<file path="src/rtl/mul_sum.sv">
// Registered unsigned multiply-accumulate step: res <= ai*xni + resprev on every rising clk.
// Define MUL_SUM_SAT_EN to clamp the sum to 2^(2N)-1 so a 2N-bit feedback path never wraps.
module mul_sum #(
   parameter int SZin = 7
) (
   input  logic              clk,
   input  logic              rst,
   input  logic [SZin:0]     ai,
   input  logic [SZin:0]     xni,
   input  logic [2*SZin+1:0] resprev,
   output logic [2*SZin+2:0] res
);

   localparam int N = SZin + 1;

   logic [2*N-1:0] prod;
   logic [2*N:0]   sum;
   logic [2*N:0]   next_res;

   // Operands are widened before multiplying so the product keeps all 2N bits.
   always_comb begin
      prod = {{N{1'b0}}, ai} * {{N{1'b0}}, xni};
      sum  = {1'b0, prod} + {1'b0, resprev};
`ifdef MUL_SUM_SAT_EN
      next_res = sum[2*N] ? {1'b0, {(2*N){1'b1}}} : sum;
`else
      next_res = sum;
`endif
   end

   always_ff @(posedge clk or negedge rst) begin
      if (!rst) res <= '0;
      else      res <= next_res;
   end

endmodule

</file>
<file path="config.mk">
export PLATFORM = sky130hd
export DESIGN_NAME = mul_sum
export DESIGN_NICKNAME = d
export VERILOG_FILES = /design/src/rtl/mul_sum.sv
export SDC_FILE = /design/constraint.sdc
export NUM_CORES = 1
export LEC_CHECK = 0
export BUFFER_PORTS_ARGS = -buffer_cell sky130_fd_sc_hd__buf_2
export CORE_MARGIN = 2
export CORE_UTILIZATION = 52
export DETAILED_ROUTE_END_ITERATION = 7
export GPL_TIMING_DRIVEN = 0
export PLACE_DENSITY = 0.78
export SYNTH_ARGS = -nofsm -noshare
export SYNTH_HDL_FRONTEND = slang
export SYNTH_SLANG_ARGS = --single-unit
</file>
<file path="constraint.sdc">
create_clock -name clk -period 0.8 [get_ports clk]
set_input_delay 0.2 -clock clk [delete_from_list [all_inputs] [get_ports clk]]
set_output_delay 0.2 -clock clk [all_outputs]
set_load 0.01 [all_outputs]
</file>
* Word level (Yosys, flattened, before mapping)
Cells that the tools add are included.
** Storage, ports and cells
- Output and inout port bits :: 17
- Flip-flop bits (word level) :: 17
- Word-level logic and storage cells :: 3
** Operators by class
- Multiply operators :: 1
- $add $sub $neg :: 1
** Operators with widths (count)
- 16-bit by 16-bit adder with 17-bit output :: 1
- 8-bit by 8-bit multiplier with 16-bit output :: 1

* Depth between registers and ports, before layout
Gate-level depths: netlist of run 1.
- Depth after elaboration :: 2
- Gate-level depth with buffers :: 15
- Gate-level depth less buffers :: 15

* Worst setup path before layout of run 1
No wires, ideal clock.
- Kind :: input port to flip-flop
- From :: in ai[0]
- To :: reg res[16]
- Required time :: 0.676 ns
- Stages on the path :: 14
- Arrival time :: 3.647 ns
- Path slack :: -2.972 ns
- Setup time :: 0.124 ns
- Cells stage by stage :: nand2_1 > fa_1 > fa_1 > inv_1 > fa_1 > inv_1 > fa_1 > inv_1 > ha_1 > a21oi_1 > o211ai_1 > a31oi_1 > o21ai_0 > xnor2_1
** Between the ends
- Cells in the longest elaborated chain, start to end :: 2
** Ends and longest elaborated chain
- from (decl) :: RTL line 8 : input logic [SZin:0] ai,
- 8-bit by 8-bit multiplier with 16-bit output :: RTL line 22 : prod = {{N{1'b0}}, ai} * {{N{1'b0}}, xni};
- 16-bit by 16-bit adder with 17-bit output :: RTL line 23 : sum = {1'b0, prod} + {1'b0, resprev};
- via next_res[16] :: RTL line 18 : logic [2*N:0] next_res;
- to (signal assigned) :: RTL line 33 : else res <= next_res;
- to (decl) :: RTL line 11 : output logic [2*SZin+2:0] res
The timed path passes the listed nets, and every way through them passes these cells.

* Final worst setup path of run 1
- From :: in xni[2]
- To :: reg res[14]
** Between the ends
- Cells in the longest elaborated chain, start to end :: 2
** Ends and longest elaborated chain
- from (decl) :: RTL line 9 : input logic [SZin:0] xni,
- 8-bit by 8-bit multiplier with 16-bit output :: RTL line 22
- 16-bit by 16-bit adder with 17-bit output :: RTL line 23
- via next_res[14] :: RTL line 18
The timed path passes the listed nets, and every way through them passes these cells.

==> results of run 1 <==
[final timing paths]
check	to	slack, ns	depth (start not counted)
worst min-delay path	res[0]	0.22	2
min in group asynchronous	res[0]	0.41	2
max in group asynchronous	res[11]	0.11	2
worst max-delay path	res[14]	-2.81	15
[power by group]
group | leakage (nW) | switching (W) | internal (W)
logic | 1.96 | 0.00577 | 0.00573
clock network | 0.0255 | 0.000287 | 0.000345
registers | 0.200 | 0.0000943 | 0.00134
total | 2.18 | 0.00615 | 0.00742
[cell usage after synthesis, drive strengths merged (2+ instances only)]
cell type,number
inv,95
fa,51
nand2,41
ha,36
and2,28
dfrtp,17
a21oi,9
nand3,6
nor2,5
xnor2,5
xor2,5
a21o,3
o21bai,3
clkbuf,2
nand4,2
nor2b,2
nor3,2
o21ai,2
[per-layer routing]
metal,vias up,global-route usage,part of all wire
met4,0,0.0362,0.017
met5,-,0,0
met2,61,0.463,0.60
li1,1145,-,-
met1,1248,0.247,0.35
met3,14,0.0294,0.038
[layout by cell type (no fill, tap or decap), drive strengths merged, types with 2 or more instances in the layout]
cell type,count
o21ai,2
nor2,5
nor2b,2
xnor2,5
dfrtp,17
a21oi,9
a21o,3
nand3,6
nor3,2
inv,95
xor2,5
o21bai,3
nand2,41
ha,36
nand4,2
and2,28
buf,79
clkbuf,4
fa,51
[kinds of logic (layout without fill, tap and decap cells)]
family                   after synthesis  in the layout
AND/OR/NAND/NOR                       89             89
multiplexers                           1              1
XOR/XNOR                              10             10
buffers and inverters                 98            180
AO/OA/AOI/OAI                         26             26
adder cells (fa/ha/maj)               87             87
flip-flops                            17             17
[what timing repair did]
item	CTS	global route
pin swaps	48	27
gates resized for setup	74	55
hold buffers	1	0
endpoints found under the setup margin	33	33
gates cloned	0	0
hold endpoints to repair	17	0
setup buffers	13	15
[cell type report]
class                   count  area, sq um  area share
well taps                  72         90.1      0.0209
flip-flops and latches     17          425      0.0986
plain buffers               2         25.0     0.00580
inverters                  95          364      0.0843
clock buffers               3         41.3     0.00957
repair buffers             79          696       0.161
multi-input cells         213         2670       0.619
clock inverters             1         5.00     0.00116
[through the flow]
stage          worst slack [ns]  hold slack [ns]   util  instances  cell area [sq um]
5_1_grt                   -2.96            0.217  0.784        482               4320
4_1_cts                   -2.74            0.201  0.719        467               3960
6_report                  -2.81            0.218  0.784        482               4320
3_5_place_dp              -3.28            0.143  0.645        450               3550
2_1_floorplan             -2.75          -0.0956      -        328               3210
3_3_place_gp              -3.28            0.125  0.645        450               3550
==> metrics.md, run 1 <==
| Metric | Value |
|---|---|
| Status | `complete, but fails checks` |
| Failing checks | `setup timing` |
| Routability cong. | `0.794` |
| EDFF count, synth | `0` |
| Compound-Gate Fraction of Synth Area | `0.0588` |
| Synth area leader | `fa_1` |
| DRC Markers | `0` |
| LEAKAGE | `2.18 nW` |
| Maximum VDD drop | `about 0.0032 V` |
| Synth async-reset ratio | `1.00` |
| Num CTS Buffers | `3` |
| Clock root buffer | `clkbuf_8` |
| Critical-path cell list | `buf_12, and2_4, fa_2, fa_1, fa_1, inv_2, fa_1, inv_2, ha_4, a21oi_4, o211ai_1, buf_4, a21oi_2, mux2i_1, a211oi_1` |
| Post-layout nets | `around 530` |
| Die Wd | `between 70 and 80 um` |
| Seq/Total Area, Yosys | `0.143` |
| Setup WS post-layout | `-2.81 ns` |
| Synth top area share | `0.343` |
| Rel. slew slack | `0.742` |
| Setup CP Type | `input pin to flop` |
| Largest regs | `res x17` |
| Number of routed nets with antenna violations | `0` |
| Final Power | `around 0.014 W` |
| CTS tree | `yes` |
| Fin Setup TNS | `-38.14 ns` |
| Chip height | `approximately 80 um` |
| Pwr dens | `about 3100 nW/um^2` |
| Fraction of layout cells with a size suffix above 1 | `0.424` |
| Main synth FF type | `dfrtp_1` |
| Biggest register | `res` |
| Post-synthesis xor/xnor area fraction | `0.0294` |
| Synthesized-area fraction occupied by adder cells | `0.494` |
| Vias in the first global route | `~2,700` |
| Crit path capture type | `flop` |
| Hpwl dp | `between 4000 and 5000 um` |
| Simple-Gate Fraction of Synth Area | `0.146` |
| Synth Area per Inst | `slightly above 9 sq um` |
| WL per Instance | `14.2 um` |
| Min-Delay Startpoint | `resprev[0]` |
| CP Max Fanout | `6` |
| N_diodes | `0` |
| Clk slew on worst S/H paths | `0.07 ns` |
| Post-synthesis mux area share | `0.00336` |
| Vias/cell | `slightly above 5` |
| Max reg flops | `17` |
| I/O pin count | `51` |
| Area Overhead vs Synth | `44.8%` |
| Starting density of the core | `0.541` |
| Largest cells by area after synthesis | `fa_1 34%, ha_1 15%, dfrtp_1 14%` |
| Unrepaired setup endpoints after global routing | `yes` |
| Worst path slowest cell | `fa_1` |
| # fillers | `344` |
| Maxcap violations | `0` |
| Total grt overflow | `0` |
| Core ar. | `5510 sq um` |
| Max H-tree Level | `1` |
| Critical Path AT | `3.73 ns` |
| Max incr delay on CP | `approximately 0.56 ns` |
| Worst path most repeated cell | `fa_1` |
| Initial antenna violation count | `0` |
| Final Setup Violations | `34` |
| Drt first-iter violations | `33` |
| Net count after synthesis | `around 450` |
| Clock Sinks | `17` |
| Final worst path period share | `4.52` |
| Largest net degree at the start of global routing | `18` |
| Port bufs | `50` |
| Vias post-DR | `approximately 2,500` |
| Slew Limit Fails | `0` |
| Post-synth cell types | `33` |
| Post-Route WL | `around 6800 um` |
| Warnings, synthesis | `0` |
| Crit path buf inv count | `4` |
| CTS Buffer Depth | `2` |
| Initial DRT Pass Iterations | `6` |
| HP Class | `input pin to flop` |
| Achievable Freq | `about 280 MHz` |
| Top Family by Delay on Critical Path | `adder cells` |
| Measured slew at the worst slew-check pin | `about 0.39 ns` |
| First-pass GRT wire length | `~11,000 um` |
| Total track usage | `0.226` |
| Crit path from | `xni[2]` |
| Mapped Cells | `328` |
| Fin crit period | `3.61 ns` |
| Seq cells post-synth | `17` |
| Largest family of logic cells by synthesized area | `adder cells` |
| Cell Area, Synth | `~3000 sq um` |
| Worst path required time | `0.92 ns` |
| Die ar. | `between 6000 and 7000 sq um` |
| Setup crit start kind | `input pin` |
| Final Hold Viols | `0` |
| Row count | `27` |
Power figures use the tool's default switching activity.
==> inputs of run 2 (changes only) <==
Settings changed: CTS_BUF_LIST set to sky130_fd_sc_hd__clkbuf_16, SLEW_MARGIN set to 15.
==> metrics.md, run 2 (synthesis gave the netlist of run 1 again) <==
| Metric | Value |
|---|---|
| Achievable Freq | `280 MHz` |
| Clock Sinks | `17` |
| Biggest register | `res` |
| Row count | `27` |
| Status | `complete, but fails checks` |
| LEAKAGE | `~2.2 nW` |
| I/O pin count | `slightly above 50` |
| Hpwl dp | `between 4000 and 5000 um` |
| Chip height | `roughly 80 um` |
| Vias in the first global route | `2,717` |
| CTS tree | `yes` |
| Final worst path period share | `4.47` |
| Number of routed nets with antenna violations | `0` |
| Commonest cells after routing, fill and taps aside | `77 x inv_1, 43 x fa_1, 33 x buf_2, 25 x buf_4, 23 x and2_1` |
| Multi-input combinational cell area | `~2700 sq um` |
| Fin crit period | `3.58 ns` |
| Initial DRT Pass Iterations | `6` |
| Measured slew at the worst slew-check pin | `0.387 ns` |
| Routability cong. | `about 0.8` |
| Post-Route WL | `6790 um` |
| Failing checks | `setup timing` |
| Clock root buffer | `clkbuf_16` |
| Setup crit start kind | `input pin` |
| Final Hold Viols | `0` |
| WL per Instance | `about 14 um` |
| Worst path required time | `just over 0.9 ns` |
| Num CTS Buffers | `3` |
| Pwr dens | `3160 nW/um^2` |
| Fraction of layout cells with a size suffix above 1 | `0.425` |
| Largest net degree at the start of global routing | `18` |
| Total track usage | `0.225` |
| Critical Path AT | `3.70 ns` |
| Max H-tree Level | `1` |
| HP Class | `input pin to flop` |
| CTS Buffer Depth | `2` |
| Maxcap violations | `0` |
| # fillers | `332` |
| Largest regs | `res x17` |
| Crit path from | `xni[2]` |
| Post-layout nets | `534` |
| Setup WS post-layout | `-2.78 ns` |
| Commonest non-fill, non-tap cell in the layout | `inv_1` |
| N_diodes | `0` |
| Total grt overflow | `0` |
| Clk slew on worst S/H paths | `0.05 ns` |
| Post-layout util | `0.792` |
| Sequential Area | `about 430 sq um` |
| Critical Path Sink | `res[15]` |
| Drt first-iter violations | `19` |
| Die Wd | `79.7 um` |
| Initial antenna violation count | `0` |
| Setup CP Type | `input pin to flop` |
| DRC Markers | `0` |
| Core ar. | `roughly 5500 sq um` |
| First-pass GRT wire length | `roughly 11,000 um` |
| Slew Limit Fails | `0` |
| Vias post-DR | `between 2,000 and 2,500` |
| Final Setup Violations | `34` |
| DP Worst Slack | `-3.28 ns` |
| Unrepaired setup endpoints after global routing | `yes` |
| Maximum VDD drop | `about 0.0032 V` |
| Placed cell count | `between 400 and 500` |
| Starting density of the core | `0.541` |
| CP Max Fanout | `6` |
| Area Overhead vs Synth | `46.3%` |
| Port bufs | `50` |
| Rel. slew slack | `0.742` |
| Max reg flops | `17` |
| Die ar. | `between 6000 and 7000 sq um` |
| Vias/cell | `about 5.1` |
| Crit path capture type | `flop` |
| Post-route insts no fill | `between 400 and 500` |
-- run 2: changes by cell type in the layout (fill, tap and decap cells not counted), sizes merged --
cell | before | now
buf | 79 | 81
-- run 2: repair_timing --
| item | 4_1_cts | 5_1_grt |
|---|---|---|
| hold buffers | 1 | 0 |
| pin swaps | 48 | 25 |
| setup buffers | 13 | 17 |
| setup endpoints to repair | 33 | 33 |
| endpoints found under the hold margin | 17 | 0 |
| resized for setup | 74 | 54 |
-- run 2: cell type report --
class                           instances  area share
Sequential cell                        17      0.0975
Inverter                               95      0.0835
Timing Repair Buffer                   81       0.162
Multi-Input combinational cell        213       0.612
Tap cell                               72      0.0207
Clock buffer                            3      0.0172
Buffer                                  2     0.00574
Clock inverter                          1     0.00115
-- run 2: where the power goes --
group | switching, W | internal, W
Clock | 0.000312 | 0.000668
Sequential | 0.0000918 | 0.00134
Combinational | 0.00570 | 0.00568
-- run 2: critical path, cell delays in order --
cell,delay (ns)
buf_12,0.11
and2_4,0.15
fa_2,0.39
fa_1,0.53
fa_1,0.56
inv_2,0.04
fa_1,0.54
inv_2,0.04
ha_4,0.30
a21oi_4,0.07
o22ai_4,0.22
buf_6,0.13
a21o_1,0.14
nor4b_2,0.06
a211o_1,0.22
-- run 2: metal layers --
| layer | up-vias | routed length, um | global-route usage |
|---|---|---|---|
| met5 | - | 0 | 0 |
| met4 | 0 | 87 | 0.0276 |
| met3 | 10 | 237 | 0.0294 |
| met2 | 61 | 4040 | 0.461 |
| met1 | 1250 | 2430 | 0.247 |
| li1 | 1152 | - | - |
-- run 2: through the flow --
| stage | total power (W) | area (sq um) | hold slack [ns] | TNS (ns) |
|---|---|---|---|---|
| 2_1_floorplan | 0.00814 | 3210 | -0.0956 | -34.30 |
| 5_1_grt | 0.0152 | 4360 | 0.226 | -40.39 |
| 3_5_place_dp | 0.00998 | 3550 | 0.143 | -41.57 |
| 4_1_cts | 0.0124 | 3990 | 0.208 | -36.98 |
| 6_report | 0.0138 | 4360 | 0.225 | -38.13 |
| 3_3_place_gp | 0.00973 | 3550 | 0.125 | -41.14 |
-- run 2: worst min path at each step --
stage | to | slack, ns | depth (start not counted) | start
6_report | res[0] | 0.22 | 2 | resprev[0]
4_1_cts | res[0] | 0.21 | 2 | resprev[0]
5_1_grt | res[0] | 0.23 | 2 | resprev[0]
2_1_floorplan | res[0] | -0.1 | 0 | rst
3_5_place_dp | res[2] | 0.14 | 1 | rst
3_3_place_gp | res[0] | 0.12 | 1 | rst
==> inputs of run 3 (changes only) <==
--- a/constraint.sdc
+++ b/constraint.sdc
@@ -3,2 +3,2 @@
 set_output_delay 0.2 -clock clk [all_outputs]
-set_load 0.01 [all_outputs]
+set_load 0.1 [all_outputs]
==> metrics.md, run 3 (synthesis gave the netlist of run 1 again) <==
| Metric | Value |
|---|---|
| Commonest non-fill, non-tap cell in the layout | `inv_1` |
| Clock power frac | `0.055` |
| Setup WS post-layout | `-2.92 ns` |
| Largest regs | `res x17` |
| Total track usage | `0.258` |
| Crit path capture type | `flop` |
| Core ar. | `5510 sq um` |
| Commonest cells after routing, fill and taps aside | `76 x inv_1, 42 x fa_1, 27 x and2_1, 27 x buf_12, 24 x nand2_1` |
| Max incr delay on CP | `0.54 ns` |
| CTS tree | `yes` |
| Setup crit start kind | `input pin` |
| Final worst path period share | `4.64` |
| Net Sw Power | `~0.0095 W` |
| Rel. slew slack | `0.806` |
| WL per Instance | `17.2 um` |
| Initial DRT Pass Iterations | `4` |
| Hpwl dp | `around 4800 um` |
| Initial antenna violation count | `0` |
| Slew Limit Fails | `0` |
| Fraction of layout cells with a size suffix above 1 | `0.442` |
| Number of routed nets with antenna violations | `0` |
| Setup CP Type | `input pin to flop` |
| I/O pin count | `slightly above 50` |
| Worst path required time | `approximately 0.95 ns` |
| Achievable Freq | `around 270 MHz` |
| Routability cong. | `roughly 0.8` |
| Failing checks | `setup timing` |
| Post-Route WL | `~8000 um` |
| Vias/cell | `~5.2` |
| Maxcap violations | `0` |
| Top Family by Delay on Critical Path | `adder cells` |
| Drt first-iter violations | `88` |
| Clock Sinks | `17` |
| LEAKAGE | `around 2.3 nW` |
| N_diodes | `0` |
| CTS Buffer Depth | `2` |
| Die ar. | `approximately 6400 sq um` |
| Worst path most repeated cell | `fa_1` |
| Row count | `27` |
| Switching share of power | `0.509` |
| Area Overhead vs Synth | `56.5%` |
| Crit path buf inv count | `4` |
| Maximum VDD drop | `approximately 0.004 V` |
| Vias in the first global route | `around 2,800` |
| First-pass GRT wire length | `approximately 13,000 um` |
| Port bufs | `50` |
| Chip height | `around 80 um` |
| Multi-input combinational cell area | `around 2700 sq um` |
| Starting density of the core | `0.541` |
| Worst path slowest cell | `fa_1` |
| Max reg flops | `17` |
| Unrepaired setup endpoints after global routing | `yes` |
| # fillers | `between 200 and 300` |
| Die Wd | `~80 um` |
| Comb power frac | `0.840` |
| Post-layout util | `0.847` |
| Clock root buffer | `clkbuf_16` |
| Hold WS | `0.187 ns` |
| Seq pwr share | `0.105` |
| HP Class | `input pin to flop` |
| Biggest register | `res` |
| Final Hold Viols | `0` |
| Max H-tree Level | `1` |
| Critical Path AT | `3.87 ns` |
| Internal power | `0.00915 W` |
| DRC Markers | `0` |
| Clk slew on worst S/H paths | `around 0.050 ns` |
| Total grt overflow | `0` |
| Post-layout nets | `about 530` |
| Status | `complete, but fails checks` |
| Largest net degree at the start of global routing | `18` |
| Fin crit period | `about 3.7 ns` |
| Critical-path cell list | `buf_12, buf_4, and2_1, fa_1, fa_1, fa_1, inv_1, fa_1, inv_1, ha_4, nand2_1, o21bai_4, a311oi_2, xor2_1` |
| Vias post-DR | `2,513` |
| Measured slew at the worst slew-check pin | `just under 0.3 ns` |
| Final Setup Violations | `34` |
| Num CTS Buffers | `3` |
| CP Max Fanout | `6` |
| Sequential Area | `489 sq um` |
| Pwr dens | `3990 nW/um^2` |
-- run 3: path summary, 6_finish.rpt --
| kind | start | endpoint | depth (start not counted) |
|---|---|---|---|
| min in group asynchronous | rst | res[6] | 2 |
| max | xni[6] | res[13] | 14 |
| max in group asynchronous | rst | res[10] | 2 |
| min | resprev[0] | res[0] | 2 |
-- run 3: layout make-up --
class	count	share of cell area
well taps	72	0.0193
plain buffers	2	0.00536
clock buffers	3	0.0161
clock inverters	1	0.00107
multi-input cells	213	0.573
flip-flops and latches	17	0.105
repair buffers	76	0.202
inverters	95	0.0781
-- run 3: what timing repair did --
item	4_1_cts	5_1_grt
resized for setup	150	45
hold buffers	1	0
hold endpoints to repair	17	0
setup buffers	19	7
setup endpoints to repair	33	51
pin swaps	46	34
-- run 3: power groups by stage --
stage          logic [W]  clock network [W]  registers (W)
6_report          0.0156            0.00103        0.00196
5_1_grt           0.0166            0.00106        0.00199
4_1_cts           0.0139           0.000984        0.00193
3_5_place_dp      0.0113                  0        0.00170
3_3_place_gp      0.0111                  0        0.00169
2_1_floorplan    0.00647                  0        0.00467
-- run 3: routing by layer --
metal  vias to the layer above  track usage  part of all wire
li1                       1144            -                 -
met1                      1265        0.275              0.35
met2                        79        0.505              0.57
met3                        25       0.0339             0.038
met4                         0        0.103             0.039
met5                         -            0                 0
-- run 3: per-stage QoR --
step / cells / area [sq um] / setup slack (ns) / total power [W] / TNS (ns)
floorplan: 328 / 3280 / -2.75 / 0.0111 / -34.32
global placement: 450 / 3620 / -3.27 / 0.0128 / -44.50
detailed placement: 450 / 3620 / -3.34 / 0.0130 / -45.07
CTS: 473 / 4420 / -2.80 / 0.0168 / -40.23
global route: 479 / 4660 / -2.98 / 0.0197 / -43.38
finish: 479 / 4660 / -2.92 / 0.0186 / -41.92
